$ cat src/rtl/ddr_data_burst_if.sv
// Sequencer handshake and DDR DQ/DQS pin bundle for ddr_data_burst.
// Defining BURST_CHOP_EN adds the bc4 burst-chop request.
interface ddr_data_burst_if #(
    parameter int unsigned DATA_W = 8,
    parameter int unsigned BL     = 8
);
    localparam int unsigned WORD_W = DATA_W * BL;

    logic              rw_rdy;
    logic              cas_rw;
`ifdef BURST_CHOP_EN
    logic              bc4;
`endif
    logic [WORD_W-1:0] wr_data;
    logic              wr_valid;
    logic              wr_pop;
    logic [DATA_W-1:0] dq_rise_o;
    logic [DATA_W-1:0] dq_fall_o;
    logic              dq_oe;
    logic              dqs_rise_o;
    logic              dqs_fall_o;
    logic              dqs_oe;
    logic [DATA_W-1:0] dq_rise_i;
    logic [DATA_W-1:0] dq_fall_i;
    logic [WORD_W-1:0] rd_data;
    logic              rd_valid;
    logic              burst_done;
    logic              rw_overrun;
    logic              wr_underrun;

    modport master (
`ifdef BURST_CHOP_EN
        output bc4,
`endif
        output rw_rdy, cas_rw, wr_data, wr_valid, dq_rise_i, dq_fall_i,
        input  wr_pop, dq_rise_o, dq_fall_o, dq_oe, dqs_rise_o, dqs_fall_o, dqs_oe,
        input  rd_data, rd_valid, burst_done, rw_overrun, wr_underrun
    );

    modport slave (
`ifdef BURST_CHOP_EN
        input  bc4,
`endif
        input  rw_rdy, cas_rw, wr_data, wr_valid, dq_rise_i, dq_fall_i,
        output wr_pop, dq_rise_o, dq_fall_o, dq_oe, dqs_rise_o, dqs_fall_o, dqs_oe,
        output rd_data, rd_valid, burst_done, rw_overrun, wr_underrun
    );
endinterface

$ cat src/rtl/ddr_data_burst.sv
// DDR data-path burst stage: serializes write words onto DQ/DQS and assembles read words.
// Optional burst chop (4 beats via bc4) is enabled with the BURST_CHOP_EN macro.
module ddr_data_burst #(
    parameter int unsigned DATA_W = 8,
    parameter int unsigned BL     = 8
) (
    input  logic            clock_t,
    input  logic            reset_n,
    ddr_data_burst_if.slave bus
);
    localparam int unsigned WORD_W = DATA_W * BL;
    localparam int unsigned PAIRS  = BL / 2;
    localparam int unsigned PAIR_W = 2 * DATA_W;
    localparam int unsigned CNT_W  = $clog2(PAIRS) + 1;
    localparam logic [CNT_W-1:0] LAST_FULL = CNT_W'(PAIRS - 1);
    localparam logic [CNT_W-1:0] LAST_CHOP = CNT_W'(1);

    typedef enum logic [1:0] {IDLE, PRE, BURST, POST} state_t;

    state_t            state_q, state_d;
    logic [CNT_W-1:0]  cnt_q, cnt_d;
    logic              rd_q, rd_d;
    logic              chop_q, chop_d;
    logic [WORD_W-1:0] word_q, word_d;
    logic [WORD_W-1:0] cap_q, cap_d;

    logic [DATA_W-1:0] dq_rise_q, dq_rise_d, dq_fall_q, dq_fall_d;
    logic              dq_oe_q, dq_oe_d;
    logic              dqs_rise_q, dqs_rise_d, dqs_fall_q, dqs_fall_d;
    logic              dqs_oe_q, dqs_oe_d;
    logic              wr_pop_q, wr_pop_d;
    logic [WORD_W-1:0] rd_data_q, rd_data_d;
    logic              rd_valid_q, rd_valid_d;
    logic              done_q, done_d;
    logic              overrun_q, overrun_d;
    logic              underrun_q, underrun_d;

    logic              chop_in;
    logic              accept;
    logic [CNT_W-1:0]  last_cnt;
    logic [WORD_W-1:0] cap_merged;
    logic [PAIR_W-1:0] wr_pair;

`ifdef BURST_CHOP_EN
    assign chop_in = bus.bc4;
`else
    assign chop_in = 1'b0;
`endif

    assign last_cnt = chop_q ? LAST_CHOP : LAST_FULL;

    // Capture register with the current beat pair merged in at its slot
    assign cap_merged = cap_q
                      | (WORD_W'({bus.dq_fall_i, bus.dq_rise_i}) << (PAIR_W * 32'(cnt_q)));

    // Next state plus next values of every registered output
    always_comb begin
        state_d    = state_q;
        cnt_d      = cnt_q;
        rd_d       = rd_q;
        chop_d     = chop_q;
        word_d     = word_q;
        cap_d      = cap_q;
        overrun_d  = overrun_q;
        underrun_d = underrun_q;
        rd_data_d  = rd_data_q;
        dq_rise_d  = '0;
        dq_fall_d  = '0;
        dq_oe_d    = 1'b0;
        dqs_rise_d = 1'b0;
        dqs_fall_d = 1'b0;
        dqs_oe_d   = 1'b0;
        wr_pop_d   = 1'b0;
        rd_valid_d = 1'b0;
        done_d     = 1'b0;
        accept     = 1'b0;
        wr_pair    = '0;

        case (state_q)
            IDLE: accept = bus.rw_rdy;
            PRE: begin
                state_d = BURST;
                cnt_d   = '0;
                if (bus.rw_rdy) overrun_d = 1'b1;
            end
            BURST: begin
                if (bus.rw_rdy) overrun_d = 1'b1;
                if (rd_q) cap_d = cap_merged;
                if (cnt_q == last_cnt) state_d = POST;
                else                   cnt_d   = cnt_q + CNT_W'(1);
            end
            POST: begin
                state_d = IDLE;
                accept  = bus.rw_rdy;
            end
            default: state_d = IDLE;
        endcase

        // New burst accepted from IDLE or back-to-back from POST
        if (accept) begin
            state_d = PRE;
            rd_d    = bus.cas_rw;
            chop_d  = chop_in;
            cap_d   = '0;
            if (!bus.cas_rw) begin
                word_d   = bus.wr_valid ? bus.wr_data : '0;
                wr_pop_d = bus.wr_valid;
                if (!bus.wr_valid) underrun_d = 1'b1;
            end
        end

        wr_pair = PAIR_W'(word_d >> (PAIR_W * 32'(cnt_d)));

        case (state_d)
            PRE: dqs_oe_d = !rd_d;
            BURST: begin
                if (!rd_d) begin
                    dq_oe_d                = 1'b1;
                    dqs_oe_d               = 1'b1;
                    dqs_rise_d             = 1'b1;
                    {dq_fall_d, dq_rise_d} = wr_pair;
                end
            end
            POST: begin
                done_d = 1'b1;
                if (rd_d) begin
                    rd_valid_d = 1'b1;
                    rd_data_d  = cap_merged;
                end else begin
                    dqs_oe_d = 1'b1;
                end
            end
            default: ;
        endcase
    end

    always_ff @(posedge clock_t or negedge reset_n) begin
        if (!reset_n) begin
            state_q    <= IDLE;
            cnt_q      <= '0;
            rd_q       <= 1'b0;
            chop_q     <= 1'b0;
            word_q     <= '0;
            cap_q      <= '0;
            dq_rise_q  <= '0;
            dq_fall_q  <= '0;
            dq_oe_q    <= 1'b0;
            dqs_rise_q <= 1'b0;
            dqs_fall_q <= 1'b0;
            dqs_oe_q   <= 1'b0;
            wr_pop_q   <= 1'b0;
            rd_data_q  <= '0;
            rd_valid_q <= 1'b0;
            done_q     <= 1'b0;
            overrun_q  <= 1'b0;
            underrun_q <= 1'b0;
        end else begin
            state_q    <= state_d;
            cnt_q      <= cnt_d;
            rd_q       <= rd_d;
            chop_q     <= chop_d;
            word_q     <= word_d;
            cap_q      <= cap_d;
            dq_rise_q  <= dq_rise_d;
            dq_fall_q  <= dq_fall_d;
            dq_oe_q    <= dq_oe_d;
            dqs_rise_q <= dqs_rise_d;
            dqs_fall_q <= dqs_fall_d;
            dqs_oe_q   <= dqs_oe_d;
            wr_pop_q   <= wr_pop_d;
            rd_data_q  <= rd_data_d;
            rd_valid_q <= rd_valid_d;
            done_q     <= done_d;
            overrun_q  <= overrun_d;
            underrun_q <= underrun_d;
        end
    end

    assign bus.dq_rise_o   = dq_rise_q;
    assign bus.dq_fall_o   = dq_fall_q;
    assign bus.dq_oe       = dq_oe_q;
    assign bus.dqs_rise_o  = dqs_rise_q;
    assign bus.dqs_fall_o  = dqs_fall_q;
    assign bus.dqs_oe      = dqs_oe_q;
    assign bus.wr_pop      = wr_pop_q;
    assign bus.rd_data     = rd_data_q;
    assign bus.rd_valid    = rd_valid_q;
    assign bus.burst_done  = done_q;
    assign bus.rw_overrun  = overrun_q;
    assign bus.wr_underrun = underrun_q;
endmodule

$ cat src/flat_wrapper.sv
// flat-port wrapper written by rule: the top's interface ports become plain ports
module ddr_data_burst_flat 
#(
    parameter int unsigned DATA_W = 8,
    parameter int unsigned BL     = 8
)
  (clock_t, reset_n, bus_rw_rdy, bus_cas_rw, bus_wr_data, bus_wr_valid, bus_dq_rise_i, bus_dq_fall_i, bus_wr_pop, bus_dq_rise_o, bus_dq_fall_o, bus_dq_oe, bus_dqs_rise_o, bus_dqs_fall_o, bus_dqs_oe, bus_rd_data, bus_rd_valid, bus_burst_done, bus_rw_overrun, bus_wr_underrun);
  ddr_data_burst_if #(.DATA_W(DATA_W), .BL(BL)) bus_i ();
  input  logic clock_t;
  input  logic reset_n;
  input wire logic [$bits(bus_i.rw_rdy)-1:0] bus_rw_rdy;
  input wire logic [$bits(bus_i.cas_rw)-1:0] bus_cas_rw;
  input wire logic [$bits(bus_i.wr_data)-1:0] bus_wr_data;
  input wire logic [$bits(bus_i.wr_valid)-1:0] bus_wr_valid;
  input wire logic [$bits(bus_i.dq_rise_i)-1:0] bus_dq_rise_i;
  input wire logic [$bits(bus_i.dq_fall_i)-1:0] bus_dq_fall_i;
  output wire logic [$bits(bus_i.wr_pop)-1:0] bus_wr_pop;
  output wire logic [$bits(bus_i.dq_rise_o)-1:0] bus_dq_rise_o;
  output wire logic [$bits(bus_i.dq_fall_o)-1:0] bus_dq_fall_o;
  output wire logic [$bits(bus_i.dq_oe)-1:0] bus_dq_oe;
  output wire logic [$bits(bus_i.dqs_rise_o)-1:0] bus_dqs_rise_o;
  output wire logic [$bits(bus_i.dqs_fall_o)-1:0] bus_dqs_fall_o;
  output wire logic [$bits(bus_i.dqs_oe)-1:0] bus_dqs_oe;
  output wire logic [$bits(bus_i.rd_data)-1:0] bus_rd_data;
  output wire logic [$bits(bus_i.rd_valid)-1:0] bus_rd_valid;
  output wire logic [$bits(bus_i.burst_done)-1:0] bus_burst_done;
  output wire logic [$bits(bus_i.rw_overrun)-1:0] bus_rw_overrun;
  output wire logic [$bits(bus_i.wr_underrun)-1:0] bus_wr_underrun;
  assign bus_i.rw_rdy = bus_rw_rdy;
  assign bus_i.cas_rw = bus_cas_rw;
  assign bus_i.wr_data = bus_wr_data;
  assign bus_i.wr_valid = bus_wr_valid;
  assign bus_i.dq_rise_i = bus_dq_rise_i;
  assign bus_i.dq_fall_i = bus_dq_fall_i;
  assign bus_wr_pop = bus_i.wr_pop;
  assign bus_dq_rise_o = bus_i.dq_rise_o;
  assign bus_dq_fall_o = bus_i.dq_fall_o;
  assign bus_dq_oe = bus_i.dq_oe;
  assign bus_dqs_rise_o = bus_i.dqs_rise_o;
  assign bus_dqs_fall_o = bus_i.dqs_fall_o;
  assign bus_dqs_oe = bus_i.dqs_oe;
  assign bus_rd_data = bus_i.rd_data;
  assign bus_rd_valid = bus_i.rd_valid;
  assign bus_burst_done = bus_i.burst_done;
  assign bus_rw_overrun = bus_i.rw_overrun;
  assign bus_wr_underrun = bus_i.wr_underrun;
  ddr_data_burst #(.DATA_W(DATA_W), .BL(BL)) u_core (.clock_t(clock_t), .reset_n(reset_n), .bus(bus_i));
endmodule
$ cat config.mk
export PLATFORM = sky130hd
export DESIGN_NAME = ddr_data_burst_flat
export DESIGN_NICKNAME = d
export VERILOG_FILES = /design/src/rtl/ddr_data_burst_if.sv /design/src/rtl/ddr_data_burst.sv /design/src/flat_wrapper.sv
export SDC_FILE = /design/constraint.sdc
export NUM_CORES = 1
export LEC_CHECK = 0
export ABC_AREA = 1
export CORE_MARGIN = 2
export CORE_UTILIZATION = 53
export DETAILED_ROUTE_END_ITERATION = 8
export PLACE_DENSITY = 0.88
export SLEW_MARGIN = 10
export SYNTH_ARGS = -nofsm -noshare
export SYNTH_HDL_FRONTEND = slang
export SYNTH_SLANG_ARGS = --single-unit
$ cat constraint.sdc
create_clock -name clock_t -period 2.32 [get_ports clock_t]
set_clock_uncertainty 0.05 [all_clocks]
set_input_delay 0.464 -clock clock_t [delete_from_list [all_inputs] [get_ports clock_t]]
set_output_delay 0.464 -clock clock_t [all_outputs]
set_load 0.02 [all_outputs]
==> results.yml, run 1 <==
cts:
  insertion_delay_ns: 0.50
  root_buffer: "clkbuf_16"
  cts_buffers: 23
  htree_levels: 1
  cts_tree: "built"
  ctsLongestPathBuffers: 3
  cts.clk_slew.worst_paths_ns: 0.06
  clock_sinks: 221
global_routing:
  grtUsageTotal_pct: 26.8
  antenna_found_initial: 0
  grt_pass1_wl_um: 41900
  grt_pass1_vias: 8329
  grt_max_degree: 72
  overflow: 0
timing:
  hold_viol: 0
  max_freq_mhz: 463
  min_period_ns: 2.16
  tightest_slew_ns: 0.557
  drv_slew: 0
  fin_crit_sh_pct: 93.1
  finalSetupTns_ns: 0
  setup_viol: 0
  maxSlewHeadroom_pct: 62.9
  rsz0062_at_grt: "false"
setup_path:
  crit_path_end_kind: "flop"
  start_kind: "flop"
  worstPathArrival_ns: 2.49
  cp_max_fo: 43
  cp.required_ns: 2.65
  setup.worst_path.class: "reg2reg"
drt:
  vias_per_cell: 5.61
  drc: 0
  drt_iter0_drc: 768
  wl_um: 26000
  vias: 8325
  antenna_left: 0
  drtPass1Iterations: 6
  routedWlPerCell_um: 17.5
logic_synthesis:
  synthFlopType: "dfrtp_1"
  syn_area_mm2: 0.00955
  avgSynthCellArea_um2: 8.95
  async_flop_share_pct: 100
  synth_edf_count: 0
  synthTopCellsByArea: "dfrtp_1 58%, nand2_1 14%, a21oi_1 5.9%"
  post-synth-top-count-cell: "nand2_1"
  syn_nets: 1155
  netlist-cell-type-count: 26
  synth_top_area_cell: "dfrtp_1"
  synthCells: 1067
  ys_warn_count: 0
  synth_common_cells: "361 x nand2_1, 221 x dfrtp_1, 112 x a21oi_1"
  synth_top_area_share_pct: 57.9
  ys_seq_area_share_pct: 57.9
  yosys_register_bits: 221
final_layout:
  antenna_cells: 0
  area_delta_synth_final_pct: 30.0
  final-seq-area_mm2: 0.00553
  drive_gt1_share_pct: 12.2
  multi_input_area_mm2: 0.00343
  fin_nets: 1330
  fillers: 1278
  final_area_mm2: 0.0124
worst_hold_path:
  hold_class: "reg2reg"
placed_design:
  placedInstanceArea_mm2: 0.0116
  dp_hpwl_um: 17000
  routabilityCongestion: 0.858
  portBuffers: 172
run:
  drv_cap: 0
power_and_ir_drop:
  power.density_mw_per_mm2: 1530
  leakage_nw: 5.99
  ir_drop_v: 0.00109
floorplan:
  die_w_um: 138
  die-area_mm2: 0.0191
  std_cell_rows: 49
  die_h_um: 138
  pin_count: 174
  core_mm2: 0.0178
  start_util_pct: 53.5
run_status:
  status: "finished, final reports clean"
-- metrics by stage --
step / power, mW / hold WS [ns] / setup WS, ns / util (%) / instances
CTS: 18.7 / 0.427 / 0.0179 / 69.0 / 1475
global route: 20.1 / 0.441 / 0.0600 / 69.6 / 1484
global placement: 14.8 / 0.406 / 0.0635 / 65.0 / 1436
finish: 19.0 / 0.425 / 0.160 / 69.6 / 1484
floorplan: 12.0 / 0.118 / 0.421 / - / 1067
detailed placement: 15.1 / 0.411 / 0.00122 / 65.0 / 1436
-- state kept, by name, indices dropped and copies added, names as in the netlist --
name / flops
u_core.word_q: 64
u_core.rd_q: 1
u_core.bus.rw_overrun: 1
u_core.bus.dq_rise_o: 8
u_core.bus.rd_data: 64
u_core.cnt_q: 3
u_core.bus.dq_fall_o: 8
u_core.bus.rd_valid: 1
u_core.bus.wr_pop: 1
u_core.bus.burst_done: 1
u_core.state_q: 2
u_core.bus.wr_underrun: 1
u_core.bus.dqs_oe: 1
u_core.cap_q: 64
u_core.bus.dq_oe: 1
-- cells by family (layout without fill, tap and decap cells) --
logic type,count (synthesis),after routing,synth area share (%)
buffers and inverters,119,307,6.37
other,1,1,0.0393
adder cells (fa/ha/maj),3,3,0.393
AO/OA/AOI/OAI,214,214,13.4
flip-flops,221,221,57.9
AND/OR/NAND/NOR,509,509,21.9
-- cell type report --
| cell class | count | share of cell area (%) |
|---|---|---|
| multi-input cells | 727 | 27.7 |
| repair buffers | 217 | 18.2 |
| flip-flops and latches | 221 | 44.5 |
| clock buffers | 32 | 5.39 |
| clock inverters | 6 | 0.302 |
| inverters | 52 | 1.59 |
| well taps | 229 | 2.31 |
-- final timing paths --
| kind | to | slack (ns) | startpoint | cells past startpoint |
|---|---|---|---|---|
| max | u_core.bus.dq_fall_o[7] | 0.16 | u_core.state_q[0] | 11 |
| min | u_core.bus.wr_underrun | 0.42 | u_core.bus.wr_underrun | 1 |
| max reg2reg | u_core.bus.dq_fall_o[7] | 0.16 | u_core.state_q[0] | 11 |
| min reg2reg | u_core.bus.wr_underrun | 0.42 | u_core.bus.wr_underrun | 1 |
| max in group asynchronous | u_core.word_q[47] | 1.06 | reset_n | 3 |
| min in group asynchronous | u_core.bus.rd_data[41] | 0.48 | reset_n | 2 |
-- metal layers --
metal / track usage, % / wire (um) / vias to the layer above
met5: 0 / 0 / -
met4: 9.61 / 960 / 0
met3: 5.40 / 2330 / 73
met2: 44.5 / 12600 / 452
met1: 35.3 / 10100 / 4010
li1: - / - / 3790
-- worst max-delay path, cell delays in order, from the launching register on --
cell,delay [ns]
dfrtp_1,0.33
inv_1,0.08
ha_2,0.42
buf_4,0.18
nand2_1,0.10
nand2_1,0.08
nand3_1,0.13
buf_12,0.22
nand2_1,0.08
nand2_1,0.04
nor2_1,0.22
nor2_1,0.10
-- power breakdown --
group | total, mW | leakage [nW] | switching (mW) | internal (mW)
clock | 3.45 | 0.342 | 1.45 | 2.00
sequential | 5.86 | 2.93 | 0.660 | 5.20
combinational | 9.68 | 2.73 | 6.14 | 3.54
total | 19.0 | 5.99 | 8.25 | 10.7
-- repair_timing --
item                                   in CTS  in global routing
setup buffers                               0                  8
hold buffers                                1                  0
endpoints found under the hold margin      65                  0
gates resized for setup                     0                  1
setup endpoints to repair                   0                 66
-- placed cells by master, fill, tap and decap left out, types with 2 or more instances in the layout --
master	n
clkdlybuf4s50_1	171
inv_1	47
nand3_1	87
nor2_2	2
clkbuf_1	3
o21bai_1	2
clkinv_2	3
clkbuf_16	24
o21ai_2	55
dfrtp_1	221
o21ai_0	35
nor2_1	49
clkinvlp_4	3
nor2_4	4
o21ai_1	10
nand2_1	360
nand2_2	3
inv_2	3
buf_4	29
ha_1	2
clkbuf_8	6
a21oi_1	112
buf_12	14
Note: power is estimated with default switching activity, not from simulation.
==> inputs of run 2 (changes only) <==
PLACE_DENSITY = 0.81   (was 0.88)
SKIP_LAST_GASP = 1   (was unset)
==> run 2 against run 1 <==
  * First-iteration DRC count is 0.52% lower
  * Largest power group unchanged
  * Design area decreased by 0.48%
  * Largest cell class unchanged
  * Highest routed layer unchanged
  * Flip-flop and latch count unchanged
  * Via count fell by 3.5%
  * Combinational power down 2.4%
  * Utilization fell by 0.34 points
  * Maximum frequency grew 1.0%
  * Hold slack lost 0.0026 ns
==> results.yml, run 2 (same netlist as run 1, synthesis figures left out) <==
worst_hold_path:
  min-delay-start: "u_core.word_q[54]"
  holdPathEnd: "u_core.word_q[54]"
  hold_depth: 2
  hold_class: "reg2reg"
cts:
  root_buffer: "clkbuf_16"
  cts_buffers: 24
  cts.clk_slew.worst_paths_ns: 0.06
  clock_sinks: 221
  cts_tree: "built"
  insertion_delay_ns: 0.51
  htree_levels: 1
  ctsLongestPathBuffers: 3
final_layout:
  most-common-layout-cells: "360 x nand2_1, 221 x dfrtp_1, 171 x clkdlybuf4s50_1"
  final_util_pct: 69.3
  drive_gt1_share_pct: 11.2
  finalNonFillerCells: 1473
  fin_nets: 1318
  antenna_cells: 0
  final_area_mm2: 0.0124
  fillers: 1318
  area_delta_synth_final_pct: 29.3
  final_common_cell: "nand2_1"
setup_path:
  cp.required_ns: 2.70
  reg2reg_depth: 10
  path_buf_inv: 4
  crit_path_end_kind: "flop"
  worstPathArrival_ns: 2.52
  r2r-end: "u_core.bus.rd_data[18]"
  setup.worst_path.class: "reg2reg"
  start_kind: "flop"
  rrSetupSlack_ns: 0.18
  cpMaxStageDelayCell: "dfrtp_1"
  cp_max_fo: 48
  worstReg2RegStart: "u_core.state_q[0]"
  cp_top_family: "buffers and inverters"
  crit_path_max_incr_delay_ns: 0.36
  cpMostUsedCell: "inv_1"
  cp_cell_sequence: "inv_1 > ha_4 > inv_4 > nand3b_4 > o21ai_1 > inv_1 > nand2_4 > buf_12 > nand2_1 > o21ai_2"
global_routing:
  grt_pass1_wl_um: 40600
  grt_max_degree: 69
  grtUsageTotal_pct: 25.9
  antenna_found_initial: 0
  grt_pass1_vias: 7908
  overflow: 0
power_and_ir_drop:
  leakage_nw: 5.96
  finalPower_mw: 18.9
  ir_drop_v: 0.000835
  power.density_mw_per_mm2: 1530
drt:
  routedWlPerCell_um: 16.8
  drt_iter0_drc: 764
  wl_um: 24800
  drtPass1Iterations: 5
  vias_per_cell: 5.45
  antenna_left: 0
  drc: 0
  vias: 8031
timing:
  tightest_slew_ns: 0.549
  drv_slew: 0
  rsz0062_at_grt: "false"
  setup_viol: 0
  fin_crit_sh_pct: 92.2
  max_freq_mhz: 468
  hold_viol: 0
  setup_ws_ns: 0.182
  finalSetupTns_ns: 0
  maxSlewHeadroom_pct: 63.4
  min_period_ns: 2.14
  holdWs_ns: 0.422
placed_design:
  dp_slack_ns: 0.0198
  portBuffers: 172
  placedInstanceArea_mm2: 0.0116
  dp.cells: 1432
  routabilityCongestion: 0.847
  dp_hpwl_um: 16100
floorplan:
  std_cell_rows: 49
  core_mm2: 0.0178
  pin_count: 174
  start_util_pct: 53.5
  die_h_um: 138
  die_w_um: 138
  die-area_mm2: 0.0191
run:
  drv_cap: 0
run_status:
  status: "finished, final reports clean"
[run 2: changes by cell type in the layout (fill, tap and decap cells not counted), sizes merged]
| cell | before | now |
|---|---|---|
| clkinvlp | 3 | 0 |
| clkinv | 4 | 6 |
| buf | 44 | 32 |
| clkbuf | 33 | 34 |
| bufinv | 0 | 1 |
[run 2: layout make-up]
type | instances | area, um2 | area share, %
clock buffer | 34 | 679 | 5.50
clock inverter | 6 | 55.1 | 0.446
inverter | 52 | 198 | 1.60
multi-input combinational | 727 | 3450 | 27.9
sequential | 221 | 5530 | 44.8
tap | 229 | 287 | 2.32
timing repair buffer | 204 | 2160 | 17.5
[run 2: tightest hold or removal path: stages (launching register included)]
cell	delay [ns]
dfrtp_1	0.32
nand2_1	0.06
nand2_1	0.06
[run 2: per-layer routing]
metal | global-route usage, % | up-vias | part of all wire (%)
met4 | 9.34 | 0 | 3.6
met5 | 0 | - | 0
li1 | - | 3756 | -
met3 | 4.95 | 64 | 7.0
met2 | 42.4 | 354 | 49
met1 | 34.9 | 3857 | 40
[run 2: repair_timing]
item / in CTS / in global routing
resized for setup: 1 / 1
endpoints found under the setup margin: 4 / 31
endpoints found under the hold margin: 61 / 0
buffers inserted: 0 / 0
hold buffers: 1 / 0
[run 2: worst max path at each step]
| stage | startpoint | endpoint | slack, ns | cells past startpoint |
|---|---|---|---|---|
| after floorplan | u_core.state_q[0] | u_core.bus.rd_data[58] | 0.42 | 13 |
| after detailed placement | u_core.state_q[0] | u_core.bus.dq_rise_o[6] | 0.02 | 11 |
| after CTS | u_core.state_q[0] | u_core.bus.rd_data[18] | 0.08 | 10 |
| after global routing | u_core.state_q[0] | u_core.bus.rd_data[45] | 0.06 | 10 |
| final | u_core.state_q[0] | u_core.bus.rd_data[18] | 0.18 | 10 |
| after global placement | bus_rw_rdy | u_core.bus.dq_fall_o[5] | 0.06 | 10 |
[run 2: report_power, final]
| part | total, mW | leakage, nW | internal [mW] | switching (mW) |
|---|---|---|---|---|
| logic | 9.45 | 2.67 | 3.41 | 6.04 |
| clock network | 3.60 | 0.364 | 2.13 | 1.47 |
| registers | 5.84 | 2.93 | 5.20 | 0.637 |
==> inputs of run 3 (changes only) <==
CORE_MARGIN = 4   (was 2)
SKIP_LAST_GASP = unset   (was 1)
==> run 3 against run 2 <==
  * Via count increased by 0.35%
  * Critical path depth increased by 2
  * Hold slack got worse by 0.0037 ns
  * Sequential power about the same
  * First-iteration DRC count decreased by 20%
  * Clock-buffer cell count increased by 2
  * Sequential share of layout area decreased by 0.14 points
  * Non-clock buffer count increased by 2
  * Power increased by 0.32%
  * Maximum frequency decreased by 0.96%
  * Design area increased by 0.31%
  * Global-route usage decreased by 1.1 points
  * Critical path type unchanged
  * Critical endpoint is now u_core.bus.dq_fall_o[3]
==> results.yml, run 3 (same netlist as run 1, synthesis figures left out) <==
drt:
  vias_per_cell: 5.46
  drtPass1Iterations: 5
  routedWlPerCell_um: 17.0
  wl_um: 25100
  drc: 0
  drt_iter0_drc: 609
  vias: 8059
  antenna_left: 0
cts:
  ctsLongestPathBuffers: 3
  cts.clk_slew.worst_paths_ns: 0.06
  cts_buffers: 24
  root_buffer: "clkbuf_16"
  htree_levels: 1
  postCtsSetupRepairBufs: 0
  cts_tree: "built"
  clock_sinks: 221
  insertion_delay_ns: 0.50
timing:
  min_period_ns: 2.16
  setup_viol: 0
  fin_crit_sh_pct: 93.1
  max_freq_mhz: 463
  setup_ws_ns: 0.161
  drv_slew: 0
  finalSetupTns_ns: 0
  rsz0062_at_grt: "false"
  hold_viol: 0
floorplan:
  core_mm2: 0.0175
  start_util_pct: 54.7
  die-area_mm2: 0.0202
  pin_count: 174
  die_h_um: 142
  die_w_um: 142
  std_cell_rows: 48
global_routing:
  grt_pass1_vias: 8037
  grt_pass1_wl_um: 40800
  grt_max_degree: 65
  overflow: 0
  grtUsageTotal_pct: 24.8
  antenna_found_initial: 0
placed_design:
  placedInstanceArea_mm2: 0.0116
  dp_slack_ns: 0.0362
  dp.cells: 1430
  portBuffers: 172
  dp_hpwl_um: 16600
  routabilityCongestion: 0.852
setup_path:
  crit_path_end_kind: "flop"
  worstPathArrival_ns: 2.53
  crit_path_max_incr_delay_ns: 0.50
  cpMaxStageDelayCell: "ha_2"
  cpMostUsedCell: "nand2_1"
  cp_max_fo: 23
  setup.worst_path.class: "reg2reg"
  path_buf_inv: 4
  cp_top_family: "simple AND/OR/NAND/NOR gates"
  start_kind: "flop"
  cp_cell_sequence: "inv_1 > ha_2 > inv_4 > nand3b_4 > buf_12 > buf_12 > nand2_1 > nand2_1 > nand3_1 > nand3_1 > nand2_1 > nor2_1"
  cp.required_ns: 2.69
final_layout:
  final_common_cell: "nand2_1"
  area_delta_synth_final_pct: 29.7
  final_area_mm2: 0.0124
  antenna_cells: 0
  most-common-layout-cells: "360 x nand2_1, 221 x dfrtp_1, 171 x clkdlybuf4s50_1"
  drive_gt1_share_pct: 11.8
  final_util_pct: 70.9
  fillers: 1305
  fin_nets: 1320
  finalNonFillerCells: 1475
run:
  drv_cap: 0
power_and_ir_drop:
  power.density_mw_per_mm2: 1530
  ir_drop_v: 0.000933
  leakage_nw: 5.99
run_status:
  status: "finished, final reports clean"
worst_hold_path:
  hold_class: "reg2reg"
==> run 3: changes by cell type in the layout (fill, tap and decap cells not counted), sizes merged <==
cell,previous run,this run
buf,32,34
clkinv,6,7
clkbuf,34,36
clkinvlp,0,1
==> run 3: worst paths after layout <==
kind,from,end,slack [ns],cells past startpoint
setup / recovery,u_core.state_q[0],u_core.bus.dq_fall_o[3],0.16,12
hold / removal,u_core.word_q[55],u_core.word_q[55],0.42,2
setup reg to reg,u_core.state_q[0],u_core.bus.dq_fall_o[3],0.16,12
hold reg to reg,u_core.word_q[55],u_core.word_q[55],0.42,2
max in group asynchronous,reset_n,u_core.bus.dq_fall_o[5],1.04,3
min in group asynchronous,reset_n,u_core.bus.rd_data[39],0.45,2
==> run 3: metal layers <==
| metal | up-vias | GRT usage (%) | part of all wire, % |
|---|---|---|---|
| li1 | 3772 | - | - |
| met1 | 3842 | 33.8 | 40 |
| met2 | 382 | 40.0 | 48 |
| met3 | 63 | 4.87 | 8.1 |
| met4 | 0 | 8.99 | 3.6 |
| met5 | - | 0 | 0 |
==> run 3: worst reg2reg max path, delay by kind of cell (launching register included) <==
| family | cells | cell delay (ns) |
|---|---|---|
| DFF | 1 | 0.32 |
| and+or+nand+nor | 7 | 0.69 |
| buffers and inverters | 4 | 0.53 |
| adders and majority gates | 1 | 0.50 |
==> run 3: layout make-up <==
| cell class | instances | area [um2] | share of cell area (%) |
|---|---|---|---|
| multi-input combinational | 727 | 3440 | 27.8 |
| sequential | 221 | 5530 | 44.6 |
| clock buffer | 36 | 717 | 5.78 |
| timing repair buffer | 206 | 2160 | 17.4 |
| tap | 225 | 282 | 2.27 |
| clock inverter | 8 | 65.1 | 0.525 |
| inverter | 52 | 201 | 1.63 |
==> run 3: power by group <==
part	switching (mW)	internal (mW)	total (mW)
Clock	1.50	2.24	3.74
Sequential	0.646	5.20	5.85
Combinational	6.01	3.36	9.37
Total	8.15	10.8	19.0
==> run 3: what timing repair did <==
| item | in CTS | in global routing |
|---|---|---|
| setup endpoints to repair | 0 | 18 |
| hold endpoints to repair | 58 | 0 |
| hold buffers | 1 | 0 |
| gates resized for setup | 0 | 2 |
==> run 3: through the flow <==
stage	total power, mW	hold WS [ns]
5_1_grt	20.2	0.435
3_5_place_dp	15.1	0.397
2_1_floorplan	12.0	0.118
4_1_cts	19.0	0.426
3_3_place_gp	14.9	0.393
6_report	19.0	0.418
